<file path="src/rtl/emmc_traffic_gen_pkg.sv">
// Shared types and constants for the eMMC write/read-back traffic generator.
// Optional halt-on-first-mismatch is enabled by EMMC_TG_STOP_ON_ERR_EN.
package emmc_tg_p;

    localparam int unsigned BLK_BYTES = 512;

    // x^8 + x^6 + x^5 + x^4 + 1 on a left-shifting register
    localparam logic [7:0] LFSR_TAPS = 8'hB8;

    typedef enum logic [2:0] {
        IDLE,
        WAIT_INIT,
        WRITE,
        READ,
        ADVANCE,
        HALT
    } state_t;

    typedef enum logic [1:0] {
        CHECKER,
        WALK1,
        COUNT,
        LFSR
    } pattern_t;

endpackage

</file>
<file path="src/rtl/emmc_traffic_gen_if.sv">
// Host-side bundle between the traffic generator and the emmc_sm host.
// master = traffic generator, slave = emmc_sm.
interface emmc_traffic_gen_if;

    logic        host_start_o;
    logic        host_we_o;
    logic [15:0] host_blk_idx_o;
    logic [7:0]  host_blk_cnt_o;
    logic [7:0]  host_wr_dat_o;
    logic [7:0]  host_rd_dat_i;
    logic        host_dvalid_i;
    logic        host_ready_i;

    modport master (
        output host_start_o,
        output host_we_o,
        output host_blk_idx_o,
        output host_blk_cnt_o,
        output host_wr_dat_o,
        input  host_rd_dat_i,
        input  host_dvalid_i,
        input  host_ready_i
    );

    modport slave (
        input  host_start_o,
        input  host_we_o,
        input  host_blk_idx_o,
        input  host_blk_cnt_o,
        input  host_wr_dat_o,
        output host_rd_dat_i,
        output host_dvalid_i,
        output host_ready_i
    );

endinterface

</file>
<file path="src/rtl/emmc_traffic_gen_pattern.sv">
// Byte counter plus pattern generator, shared by write generation and
// read-back regeneration; last = every byte of the transfer was stepped.
module emmc_tg_pattern
    import emmc_tg_p::*;
#(
    parameter int unsigned BLK_CNT = 2
) (
    input  logic       clk_core,
    input  logic       rst_tk,
    input  pattern_t   pattern,
    input  logic [7:0] seed,
    input  logic       clr,
    input  logic       step,
    output logic [7:0] dat,
    output logic       last
);

    localparam int unsigned TOTAL = BLK_BYTES * BLK_CNT;
    localparam int unsigned N_W   = $clog2(TOTAL);
    localparam logic [N_W-1:0] N_LAST = N_W'(TOTAL - 1);

    logic [N_W-1:0] n_q;
    logic [7:0]     lfsr_q;
    logic           done_q;

    // The final byte holds once consumed so extra strobes see the same data
    always_ff @(posedge clk_core or posedge rst_tk) begin
        if (rst_tk) begin
            n_q    <= '0;
            lfsr_q <= 8'h01;
            done_q <= 1'b0;
        end else if (clr) begin
            n_q    <= '0;
            lfsr_q <= seed | 8'h01;
            done_q <= 1'b0;
        end else if (step && !done_q) begin
            if (n_q == N_LAST) begin
                done_q <= 1'b1;
            end else begin
                n_q    <= n_q + 1'b1;
                lfsr_q <= {lfsr_q[6:0], ^(lfsr_q & LFSR_TAPS)};
            end
        end
    end

    always_comb begin
        dat = 8'h00;
        unique case (pattern)
            CHECKER: dat = n_q[0] ? 8'hAA : 8'h55;
            WALK1:   dat = 8'h01 << n_q[2:0];
            COUNT:   dat = n_q[7:0];
            LFSR:    dat = lfsr_q;
            default: dat = 8'h00;
        endcase
    end

    assign last = done_q;

endmodule

</file>
<file path="src/rtl/emmc_traffic_gen.sv">
// Write/read-back/compare traffic generator for the emmc_sm host.
// Define EMMC_TG_STOP_ON_ERR_EN to halt on the first read mismatch.
module emmc_traffic_gen
    import emmc_tg_p::*;
#(
    parameter int unsigned BLK_CNT    = 2,
    parameter int unsigned IDX_STRIDE = 2,
    parameter int unsigned IDX_LIMIT  = 1024,
    parameter int unsigned ERR_W      = 16
) (
    input  logic               clk_core,
    input  logic               rst_tk,
    input  logic               start_i,
    emmc_traffic_gen_if.master host,
    output logic               busy_o,
    output logic [1:0]         pattern_o,
    output logic [15:0]        pass_cnt_o,
    output logic [ERR_W-1:0]   err_cnt_o,
    output logic [15:0]        first_err_idx_o
);

    state_t      state_q;
    pattern_t    pat_q;
    logic        start_q;
    logic        we_q;
    logic        busy_q;
    logic [15:0] idx_q;
    logic [15:0] idx_nxt;
    logic [16:0] idx_sum;
    logic [15:0] pass_q;

    logic [7:0]  pat_dat;
    logic [7:0]  pat_seed;
    logic        pat_last;
    logic        pat_clr;
    logic        pat_step;

    logic        mis_q;
    logic [15:0] mis_idx_q;
    logic [ERR_W-1:0] err_q;
    logic [15:0] first_q;

    assign idx_sum = {1'b0, idx_q} + 17'(IDX_STRIDE);
    assign idx_nxt = (32'(idx_sum) >= IDX_LIMIT) ? '0 : idx_sum[15:0];

    assign pat_step = host.host_dvalid_i
                    && (state_q == WRITE || state_q == READ);

    // Rewind for read-back, and reseed with the next index on ADVANCE
    assign pat_clr  = (state_q == WRITE && host.host_ready_i)
                    || state_q == ADVANCE;
    assign pat_seed = (state_q == ADVANCE) ? idx_nxt[7:0] : idx_q[7:0];

    emmc_tg_pattern #(
        .BLK_CNT (BLK_CNT)
    ) u_pattern (
        .clk_core (clk_core),
        .rst_tk   (rst_tk),
        .pattern  (pat_q),
        .seed     (pat_seed),
        .clr      (pat_clr),
        .step     (pat_step),
        .dat      (pat_dat),
        .last     (pat_last)
    );

    always_ff @(posedge clk_core or posedge rst_tk) begin
        if (rst_tk) begin
            mis_q     <= 1'b0;
            mis_idx_q <= '0;
            err_q     <= '0;
            first_q   <= '0;
        end else begin
            mis_q     <= state_q == READ && host.host_dvalid_i
                      && !pat_last && (host.host_rd_dat_i != pat_dat);
            mis_idx_q <= idx_q;
            if (mis_q && err_q != '1)
                err_q <= err_q + 1'b1;
            if (mis_q && err_q == '0)
                first_q <= mis_idx_q;
        end
    end

    always_ff @(posedge clk_core or posedge rst_tk) begin
        if (rst_tk) begin
            state_q <= IDLE;
            start_q <= 1'b0;
            we_q    <= 1'b0;
            busy_q  <= 1'b0;
            idx_q   <= '0;
            pat_q   <= CHECKER;
            pass_q  <= '0;
        end else begin
`ifdef EMMC_TG_STOP_ON_ERR_EN
            if (mis_q && state_q != HALT) begin
                state_q <= HALT;
                start_q <= 1'b0;
                we_q    <= 1'b0;
                busy_q  <= 1'b1;
            end else
`endif
            unique case (state_q)
                IDLE: begin
                    if (start_i) begin
                        state_q <= WAIT_INIT;
                        busy_q  <= 1'b1;
                    end
                end
                WAIT_INIT: begin
                    if (host.host_ready_i) begin
                        state_q <= WRITE;
                        start_q <= 1'b1;
                        we_q    <= 1'b1;
                    end
                end
                WRITE: begin
                    if (host.host_ready_i) begin
                        state_q <= READ;
                        we_q    <= 1'b0;
                    end
                end
                READ: begin
                    if (host.host_ready_i) begin
                        state_q <= ADVANCE;
                        start_q <= 1'b0;
                    end
                end
                ADVANCE: begin
                    pass_q <= pass_q + 16'd1;
                    idx_q  <= idx_nxt;
                    pat_q  <= pattern_t'(pat_q + 2'd1);
                    if (start_i) begin
                        state_q <= WRITE;
                        start_q <= 1'b1;
                        we_q    <= 1'b1;
                    end else begin
                        state_q <= IDLE;
                        busy_q  <= 1'b0;
                    end
                end
                HALT: state_q <= HALT;
                default: state_q <= IDLE;
            endcase
        end
    end

    assign host.host_start_o   = start_q;
    assign host.host_we_o      = we_q;
    assign host.host_blk_idx_o = idx_q;
    assign host.host_blk_cnt_o = 8'(BLK_CNT);
    assign host.host_wr_dat_o  = pat_dat;

    assign busy_o          = busy_q;
    assign pattern_o       = pat_q;
    assign pass_cnt_o      = pass_q;
    assign err_cnt_o       = err_q;
    assign first_err_idx_o = first_q;

endmodule

</file>
<file path="src/flat_wrapper.sv">
// flat-port wrapper written by rule: the top's interface ports become plain ports
module emmc_traffic_gen_flat import emmc_tg_p::*;
#(
    parameter int unsigned BLK_CNT    = 2,
    parameter int unsigned IDX_STRIDE = 2,
    parameter int unsigned IDX_LIMIT  = 1024,
    parameter int unsigned ERR_W      = 16
)
  (clk_core, rst_tk, start_i, busy_o, pattern_o, pass_cnt_o, err_cnt_o, first_err_idx_o, host_host_start_o, host_host_we_o, host_host_blk_idx_o, host_host_blk_cnt_o, host_host_wr_dat_o, host_host_rd_dat_i, host_host_dvalid_i, host_host_ready_i);
  emmc_traffic_gen_if host_i ();
  input  logic clk_core;
  input  logic rst_tk;
  input  logic start_i;
  output logic busy_o;
  output logic [1:0] pattern_o;
  output logic [15:0] pass_cnt_o;
  output logic [ERR_W-1:0] err_cnt_o;
  output logic [15:0] first_err_idx_o;
  output wire logic [$bits(host_i.host_start_o)-1:0] host_host_start_o;
  output wire logic [$bits(host_i.host_we_o)-1:0] host_host_we_o;
  output wire logic [$bits(host_i.host_blk_idx_o)-1:0] host_host_blk_idx_o;
  output wire logic [$bits(host_i.host_blk_cnt_o)-1:0] host_host_blk_cnt_o;
  output wire logic [$bits(host_i.host_wr_dat_o)-1:0] host_host_wr_dat_o;
  input wire logic [$bits(host_i.host_rd_dat_i)-1:0] host_host_rd_dat_i;
  input wire logic [$bits(host_i.host_dvalid_i)-1:0] host_host_dvalid_i;
  input wire logic [$bits(host_i.host_ready_i)-1:0] host_host_ready_i;
  assign host_host_start_o = host_i.host_start_o;
  assign host_host_we_o = host_i.host_we_o;
  assign host_host_blk_idx_o = host_i.host_blk_idx_o;
  assign host_host_blk_cnt_o = host_i.host_blk_cnt_o;
  assign host_host_wr_dat_o = host_i.host_wr_dat_o;
  assign host_i.host_rd_dat_i = host_host_rd_dat_i;
  assign host_i.host_dvalid_i = host_host_dvalid_i;
  assign host_i.host_ready_i = host_host_ready_i;
  emmc_traffic_gen #(.BLK_CNT(BLK_CNT), .IDX_STRIDE(IDX_STRIDE), .IDX_LIMIT(IDX_LIMIT), .ERR_W(ERR_W)) u_core (.clk_core(clk_core), .rst_tk(rst_tk), .start_i(start_i), .host(host_i), .busy_o(busy_o), .pattern_o(pattern_o), .pass_cnt_o(pass_cnt_o), .err_cnt_o(err_cnt_o), .first_err_idx_o(first_err_idx_o));
endmodule
</file>
<file path="config.mk">
export PLATFORM = sky130hd
export DESIGN_NAME = emmc_traffic_gen_flat
export DESIGN_NICKNAME = d
export VERILOG_FILES = /design/src/rtl/emmc_traffic_gen_pkg.sv /design/src/rtl/emmc_traffic_gen_if.sv /design/src/rtl/emmc_traffic_gen_pattern.sv /design/src/rtl/emmc_traffic_gen.sv /design/src/flat_wrapper.sv
export SDC_FILE = /design/constraint.sdc
export NUM_CORES = 1
export LEC_CHECK = 0
export CAP_MARGIN = 0
export CORE_UTILIZATION = 35
export DETAILED_ROUTE_END_ITERATION = 7
export GPL_ROUTABILITY_DRIVEN = 0
export PLACE_DENSITY = 0.55
export SYNTH_ARGS = -nofsm -noshare
export SYNTH_HDL_FRONTEND = slang
export SYNTH_SLANG_ARGS = --single-unit
</file>
<file path="constraint.sdc">
create_clock -name clk_core -period 9.75 [get_ports clk_core]
set_clock_uncertainty 0.15 [all_clocks]
set_input_delay 0.975 -clock clk_core [delete_from_list [all_inputs] [get_ports clk_core]]
set_output_delay 0.975 -clock clk_core [all_outputs]
set_load 0.01 [all_outputs]
</file>
* Word-level counts from Yosys, hierarchy flattened
Cells that the tools add are included.
** Word-level totals
- Register bits :: 108
- Logic and storage cells :: 91
- Input bits :: 13
- Output and inout port bits :: 85
** Cells by class
- Equal/unequal tests :: 18
- Mux-type cells :: 26
- $lt $le $gt $ge :: 1
- Add/sub/neg operators :: 5
- Reductions and logical operators :: 26
- Shift-type cells :: 1
** Operators with widths (count)
- 8-bit 2-to-1 mux :: 5
- 16-bit by 1-bit adder with 16-bit output (second input constant) :: 2
- 8-bit case mux with 4 select lines :: 1
- 10-bit 2-to-1 mux :: 3
- 3-bit case mux with 6 select lines :: 1
- 16-bit by 2-bit adder with 17-bit output (second input constant) :: 1
- 17-bit by 11-bit greater-or-equal comparator with 1-bit output (second input constant) :: 1
- 16-bit zero test :: 1
- 16-bit 2-to-1 mux :: 1
- 16-bit inequality test (second input constant) :: 1
- 3-bit 2-to-1 mux :: 4
- 2-bit inequality test (second input constant) :: 6
- 4-bit AND reduction :: 3
- 10-bit by 1-bit adder with 10-bit output (second input constant) :: 1
- 10-bit equality test (second input constant) :: 1
- 1-bit logical AND :: 8
- 8-bit inequality test :: 1
- 8-bit XOR reduction :: 1
- 1-bit by 3-bit << shifter with 8-bit output (first input constant) :: 1
- 1-bit 2-to-1 mux :: 7
- 3-bit by 2-bit equality test with 1-bit output (second input constant) :: 2
- 3-bit equality test (second input constant) :: 2
- 1-bit case mux with 3 select lines :: 2
- 2-bit nonzero test :: 3
- 14 further kinds :: 18

* Longest topological paths before layout
Gate-level depths: netlist of the first run.
- Word-level depth :: 6
- Gate-level depth with buffers :: 9

* Modules after synthesis
From an unflattened synthesis of the first run, not the netlist that was laid out.
** Second synthesis, totals
- Cell total of the unflattened synthesis :: 482
- Area, all modules :: 5207.5 um^2
** Modules (own cells, without submodules)
- emmc_traffic_gen :: times used 1, area an instance 3877.5 um^2, cells an instance 339
- emmc_tg_pattern :: times used 1, area an instance 1330.0 um^2, cells an instance 143

* Worst setup path before layout of the first run
Ideal clock, no wire load.
- Path type :: reg2out
- Start point :: register u_core.pat_q[0] (netlist: u_core.pattern_o[0])
- End point :: output port host_host_wr_dat_o[0]
- Data required time :: 8625 ps
- Buffers on the path :: 1
- Stages on the path, launching flop included :: 6
- Arrival time :: 1428 ps
- Path slack :: 7197 ps
- Cells stage by stage :: dfrtp_1 -> inv_1 -> ha_1 -> clkbuf_1 -> nor2b_1 -> o21bai_1
** On the way
- Word-level cells in the longest chain between the ends :: 2
- Elaborated cells on any way between the ends :: 5
- Classes of those cells :: 3 x eq/ne; 1 x mux; 1 x reduce/logical
** Ends and longest elaborated chain
- from (decl) :: RTL line emmc_traffic_gen.sv:23 : pattern_t pat_q;
- from (signal assigned) :: RTL line emmc_traffic_gen.sv:131 : pat_q <= pattern_t'(pat_q + 2'd1);
- 2-bit equality test (tied with other cells) :: RTL line emmc_traffic_gen_pattern.sv:48 : unique case (pattern)
- 8-bit case mux with 4 select lines * :: RTL line emmc_traffic_gen_pattern.sv:48
- to (decl) :: RTL line flat_wrapper.sv:23 : output wire logic [$bits(host_i.host_wr_dat_o)-1:0] host_host_wr_dat_o;
Every way passes the cells marked *; elsewhere a longest branch is shown, timed or not.

* Worst setup path in the final report of the first run
Same ends and word-level chain as after synthesis.

==> run_results.csv, run 1 <==
group,metric,value,unit
cts,cts_tree,"yes",
timing,setup_slack,6.231,ns
synthesis,synth_edf_count,0,
cts,cts-resized-gates,0,
timing,slew_viol_final,0,
timing,finalSetupViolCount,0,
final_layout,finish.net_count,594,
placement,placement.cell_area,6237,um^2
synthesis,async_reset_ff_share,100.0,%
pwr,ir_worst_vdd,0.00009437,V
pwr,power,1.493,mW
critical_path,reg2reg_slack,6.95,ns
synthesis,synth_top_area_cell,"dfrtp_1",
grt,grt_pass1_vias,3614,
status,status,"completed",
placement,post-place-ws,6.231,ns
synthesis,synth_area_per_cell,10.76,um^2
critical_path,critPathKind,"reg -> out",
synthesis,synthTopCellsByArea,"dfrtp_1 52%, xnor2_1 6.1%, nand2_1 3.7%, mux2_2 3.7%, ha_1 3.4%",
worst_hold_path,holdCritPathClass,"reg -> reg",
synthesis,synth_most_common_cell,"dfrtp_1",
timing,finalHoldViolCount,0,
routing,drt_iter0_drc,237,
synthesis,ys_ff_latch,108,
timing,setup_tns,0,ns
grt,grt_pass1_wl,18200,um
final_layout,fin_area,6502,um^2
grt,grt_max_degree,78,
timing,worst_pin_slew,0.9529,ns
critical_path,max_stage_delay,0.58,ns
worst_hold_path,hold_path_depth,0,
critical_path,crit_required,8.63,ns
routing,wl,11180,um
grt,grt_usage,15.44,%
die,die_h,123.9,um
cts,htree_levels,3,
cts,clk-insertion-delay-late,0.35,ns
final_layout,diodes,0,
critical_path,r2r_end,"u_core.u_pattern.n_q[5]$_DFFE_PP0P_",
final_layout,final_layout_size_suffix_gt1_share,8.757,%
routing,drc_errors,0,
worst_hold_path,hp-start,"u_core.host.host_blk_idx_o[0]$_DFFE_PP0P_",
cts,numCtsBuffers,9,
critical_path,crit_slowest_cell,"clkdlybuf4s50_1",
die,initial_utilization,35.77,%
placement,dpl.cell_count,740,
critical_path,worstPathArrival,2.39,ns
die,fp.dieW,123.9,um
critical_path,startpoint_type,"register",
synthesis,synth_common_cells,"107 x dfrtp_1, 51 x nand2_1, 36 x xnor2_1",
cts,cts_sinks,108,
synthesis,synth_top_area_share,51.50,%
die,die-area,15350,um^2
synthesis,yosys_most_used_dff,"dfrtp_1",
critical_path,rr_worst_depth,7,
final_layout,finalNonFillerCells,755,
final_layout,syn_to_final_growth,25.08,%
timing,fmax,284.2,MHz
cts,hold_buffers,0,
synthesis,yosysSeqAreaShare,52.01,%
pwr,p_leak,2.870,nW
routing,viasPerCell,5.045,
routing,drtPass1Iterations,4,
grt,antenna_found_initial,1,
synthesis,ys_types,55,
worst_hold_path,holdPathEnd,"u_core.mis_idx_q[0]$_DFF_PP0_",
die,core_area,14530,um^2
critical_path,crit_path_end_kind,"primary output",
critical_path,cp_max_fo,10,
routing,vias,3809,
placement,dpl.hpwl,7916,um
routing,wire_per_inst,14.81,um
timing,max-slew-margin-rel,36.47,%
placement,numPortBuffers,89,
timing,hold_ws,0.2577,ns
cts,clockBufferDepth,2,
die,fp-row-count,44,
cts,clk_pin_slew_worst_paths,0.07,ns
routing,postRouteAntennaNets,0,
synthesis,synthCells,483,
timing,rsz0062_at_grt,"false",
final_layout,utilization,44.74,%
critical_path,path_cells,"inv_1, ha_1, nor2b_1, o21bai_1, clkdlybuf4s50_1",
critical_path,rr_startpoint,"u_core.u_pattern.n_q[0]$_DFFE_PP0P_",
cts,post_cts_buffers,0,
flow_run,drv_cap,0,
synthesis,yosysWarnings,0,
timing,period_share,36.09,%
grt,grt-ovfl-total,0,
synthesis,netlist_area,5199,um^2
pwr,p_per_area,229.6,nW/um^2
die,io_pins,98,
timing,fin_crit,3.519,ns
cts,root_buffer,"clkbuf_16",
[logic make-up after synthesis]
logic type / after synthesis / share of synthesized area (%)
muxes: 25 / 5.391
buffers and inverters: 39 / 3.442
and+or+nand+nor: 176 / 17.76
adders and majority gates: 14 / 3.369
other: 2 / 0.1445
DFF: 108 / 52.01
AOI/OAI and AO/OA: 70 / 9.627
xor gates and xnor gates: 49 / 8.255
[layout make-up]
class,count,area (um^2)
flip-flops and latches,108,2704
well taps,184,230.2
fillers,1429,8031
clock buffers,10,229.0
clock inverters,5,36.28
multi-input cells,342,2338
repair buffers,91,905.9
inverters,15,58.81
[state kept, by name, summed over array words and instances, names as in the netlist]
name,flops
u_core.u_pattern.lfsr_q,8
u_core.mis_q,1
u_core.host.host_we_o,1
u_core.pass_cnt_o,16
u_core.host.host_start_o,1
u_core.u_pattern.last,1
u_core.pattern_o,2
u_core.busy_o,1
u_core.first_err_idx_o,16
u_core.state_q,3
u_core.host.host_blk_idx_o,16
u_core.u_pattern.n_q,10
u_core.mis_idx_q,16
u_core.err_cnt_o,16
[worst max-delay path by stage]
stage	startpoint	endpoint	slack, ns	cells past startpoint
floorplan	rst_tk	u_core.busy_o$_DFFE_PP0P_	5.78	1
global placement	host_host_dvalid_i	u_core.u_pattern.n_q[5]$_DFFE_PP0P_	6.33	7
detailed placement	host_host_dvalid_i	u_core.u_pattern.n_q[5]$_DFFE_PP0P_	6.23	7
CTS	u_core.pattern_o[0]$_DFFE_PP0P_	host_host_wr_dat_o[0]	6.21	5
global route	u_core.pattern_o[0]$_DFFE_PP0P_	host_host_wr_dat_o[0]	6.06	5
finish	u_core.pattern_o[0]$_DFFE_PP0P_	host_host_wr_dat_o[0]	6.23	5
[per-layer routing]
| layer | GRT usage (%) | vias up | wire length [um] |
|---|---|---|---|
| met4 | 5.346 | 2 | 208 |
| met2 | 24.13 | 98 | 5159 |
| met3 | 4.625 | 19 | 586 |
| li1 | - | 1834 | - |
| met5 | 0 | - | 13 |
| met1 | 20.23 | 1856 | 5211 |
[cell usage in the layout (no fill, tap or decap), types with 2 or more instances in the layout]
cell and n:
ha_1 14, dfrtp_1 107, o2111ai_1 3, clkbuf_16 9
inv_6 2, o211ai_2 2, buf_4 2, clkdlybuf4s50_1 89
nor2_1 30, a22oi_1 2, nand3_1 19, mux2i_1 6
a21o_1 9, o21ai_0 12, or2_2 3, mux2_2 17
nor3_1 8, a211oi_1 4, o311ai_2 2, or3_1 7
inv_1 14, nor3b_1 2, nand3b_1 2, nor2b_1 8
a21oi_1 18, o31ai_1 2, and2_1 11, nor4b_1 3
and4_1 3, conb_1 8, xor2_1 13, nand2_1 51
clkinv_2 2, nor4_1 3, a221oi_1 5, nand2b_1 2
a31oi_1 3, nand4_1 11, xnor2_1 36, and3_1 7
[report_power, final]
group / switching [mW] / leakage [nW] / total [mW] / internal [mW]
sequential: 0.0966 / 1.41 / 0.616 / 0.520
combinational: 0.259 / 1.33 / 0.534 / 0.276
clock: 0.169 / 0.133 / 0.343 / 0.174
[critical path, delay by kind of cell, from the launching register on]
family          cells  cell delay [ns]
buf+inv             2             0.71
fa+ha+maj           1             0.37
flops               1             0.42
compound gates      1             0.20
simple gates        1             0.34
Power figures use the tool's default switching activity.
==> run 2, diff against run 1 <==
- PLACE_DENSITY: 0.55 -> 0.58
- clock period: 9.75 -> 3.09 ns (I/O delays scaled with it)
==> run 2 against run 1 <==
Net effect: via count hardly changed; clock-buffer cell count stayed put; clock power grew to 3.2 times the previous value; register-to-register slack worse by 6.4 ns; non-clock buffer count is 6 higher; design area is 1.4% higher; final cell count is 0.93% higher; sequential power grew to 3.2 times the previous value; critical path type unchanged.
==> run_results.csv, run 2 (synthesized netlist as in run 1, its figures left out) <==
group,metric,value,unit
routing,drc_errors,0,
cts,numCtsBuffers,9,
routing,wl,11680,um
placement,dpl.hpwl,8506,um
critical_path,startpoint_type,"register",
timing,period_share,93.93,%
final_layout,final_common_cell,"dfrtp_1",
timing,max-slew-margin-rel,51.87,%
pwr,ir_worst_vdd,0.0005250,V
worst_hold_path,holdCritPathClass,"in -> async",
cts,cts-resized-gates,0,
cts,clk_pin_slew_worst_paths,0.07,ns
die,die-area,15350,um^2
final_layout,final_layout_size_suffix_gt1_share,10.03,%
routing,drt_iter0_drc,134,
cts,clk-insertion-delay-late,0.35,ns
routing,postRouteAntennaNets,0,
grt,grt_pass1_vias,3745,
cts,clockBufferDepth,2,
routing,wire_per_inst,15.32,um
timing,worst_pin_slew,0.7204,ns
grt,grt_pass1_wl,18510,um
die,fp-row-count,44,
timing,slew_viol_final,0,
cts,cts_tree,"yes",
final_layout,final_cell_mix,"107 x dfrtp_1, 89 x clkdlybuf4s50_1, 51 x nand2_1",
timing,fin_crit,2.902,ns
placement,numPortBuffers,89,
final_layout,finish.net_count,600,
status,status,"completed",
critical_path,cp_top_family,"buffers and inverters",
critical_path,critical_path_buf_inv_count,2,
routing,viasPerCell,5.003,
grt,antenna_found_initial,0,
final_layout,finalNonFillerCells,762,
placement,post-place-ws,0.5738,ns
grt,grt_usage,15.90,%
grt,grt-ovfl-total,0,
die,fp.dieW,123.9,um
critical_path,critPathKind,"reg -> out",
critical_path,startpoint,"u_core.pattern_o[0]$_DFFE_PP0P_",
critical_path,crit_path_end_kind,"primary output",
cts,root_buffer,"clkbuf_16",
timing,finalHoldViolCount,0,
timing,setup_slack,0.1877,ns
die,core_area,14530,um^2
cts,cts_sinks,108,
critical_path,crit_required,2.63,ns
critical_path,cp_max_fo,10,
timing,finalSetupViolCount,0,
placement,dpl.cell_count,746,
final_layout,syn_to_final_growth,26.86,%
critical_path,path_cells,"inv_1, ha_1, nor2b_1, o21bai_1, clkdlybuf4s50_1",
flow_run,drv_cap,0,
cts,post_cts_buffers,0,
pwr,power,4.789,mW
critical_path,worstPathArrival,2.44,ns
critical_path,max_stage_delay,0.59,ns
cts,hold_buffers,0,
pwr,p_per_area,726.1,nW/um^2
final_layout,diodes,0,
critical_path,rr_startpoint,"u_core.host.host_blk_idx_o[3]$_DFFE_PP0P_",
die,io_pins,98,
timing,setup_tns,0,ns
cts,htree_levels,3,
die,initial_utilization,35.77,%
timing,rsz0062_at_grt,"false",
routing,vias,3812,
critical_path,crit_slowest_cell,"clkdlybuf4s50_1",
routing,drtPass1Iterations,4,
die,die_h,123.9,um
pwr,p_leak,2.909,nW
final_layout,utilization,45.38,%
timing,fmax,344.6,MHz
grt,grt_max_degree,34,
==> run 2: cell count changes in the layout (fill, tap and decap cells not counted), sizes merged <==
cell	before	now
clkinv	3	4
buf	2	8
clkinvlp	0	2
inv	17	15
==> run 2: report_power, final <==
part / internal [mW] / switching, mW / leakage [nW]
clock: 0.575 / 0.528 / 0.139
combinational: 0.885 / 0.848 / 1.36
sequential: 1.64 / 0.313 / 1.41
==> run 2: through the flow <==
stage | cell area [um^2] | hold WS, ns
floorplan | 5225 | 0.2791
global placement | 6309 | 0.2870
detailed placement | 6309 | 0.2937
CTS | 6595 | 0.2960
global route | 6595 | 0.3251
finish | 6595 | 0.2790
==> run 2: final cells by class <==
cell class | count | area, um^2
Tap cell | 184 | 230.2
Clock inverter | 6 | 47.55
Clock buffer | 10 | 239.0
Inverter | 15 | 60.06
Timing Repair Buffer | 97 | 975.9
Fill cell | 1393 | 7939
Multi-Input combinational cell | 342 | 2338
Sequential cell | 108 | 2704
==> run 2: final timing paths <==
path | endpoint | slack (ns) | cells past startpoint
max | host_host_wr_dat_o[0] | 0.19 | 5
min | u_core.mis_idx_q[11]$_DFF_PP0_ | 0.28 | 2
max reg2reg | u_core.u_pattern.lfsr_q[1]$_DFFE_PP0P_ | 0.56 | 6
min reg2reg | u_core.mis_idx_q[0]$_DFF_PP0_ | 0.31 | 0
max in group asynchronous | u_core.first_err_idx_o[0]$_DFFE_PP0P_ | 1.82 | 3
min in group clk_core | u_core.mis_idx_q[0]$_DFF_PP0_ | 0.31 | 0
==> run 2: metal layers <==
layer  track usage (%)  up-vias  routed length, um
li1                  -     1833                  -
met1             20.18     1880               5318
met2             25.17       84               5561
met3             3.526       15                537
met4             8.660        0                259
met5                 0        -                  0
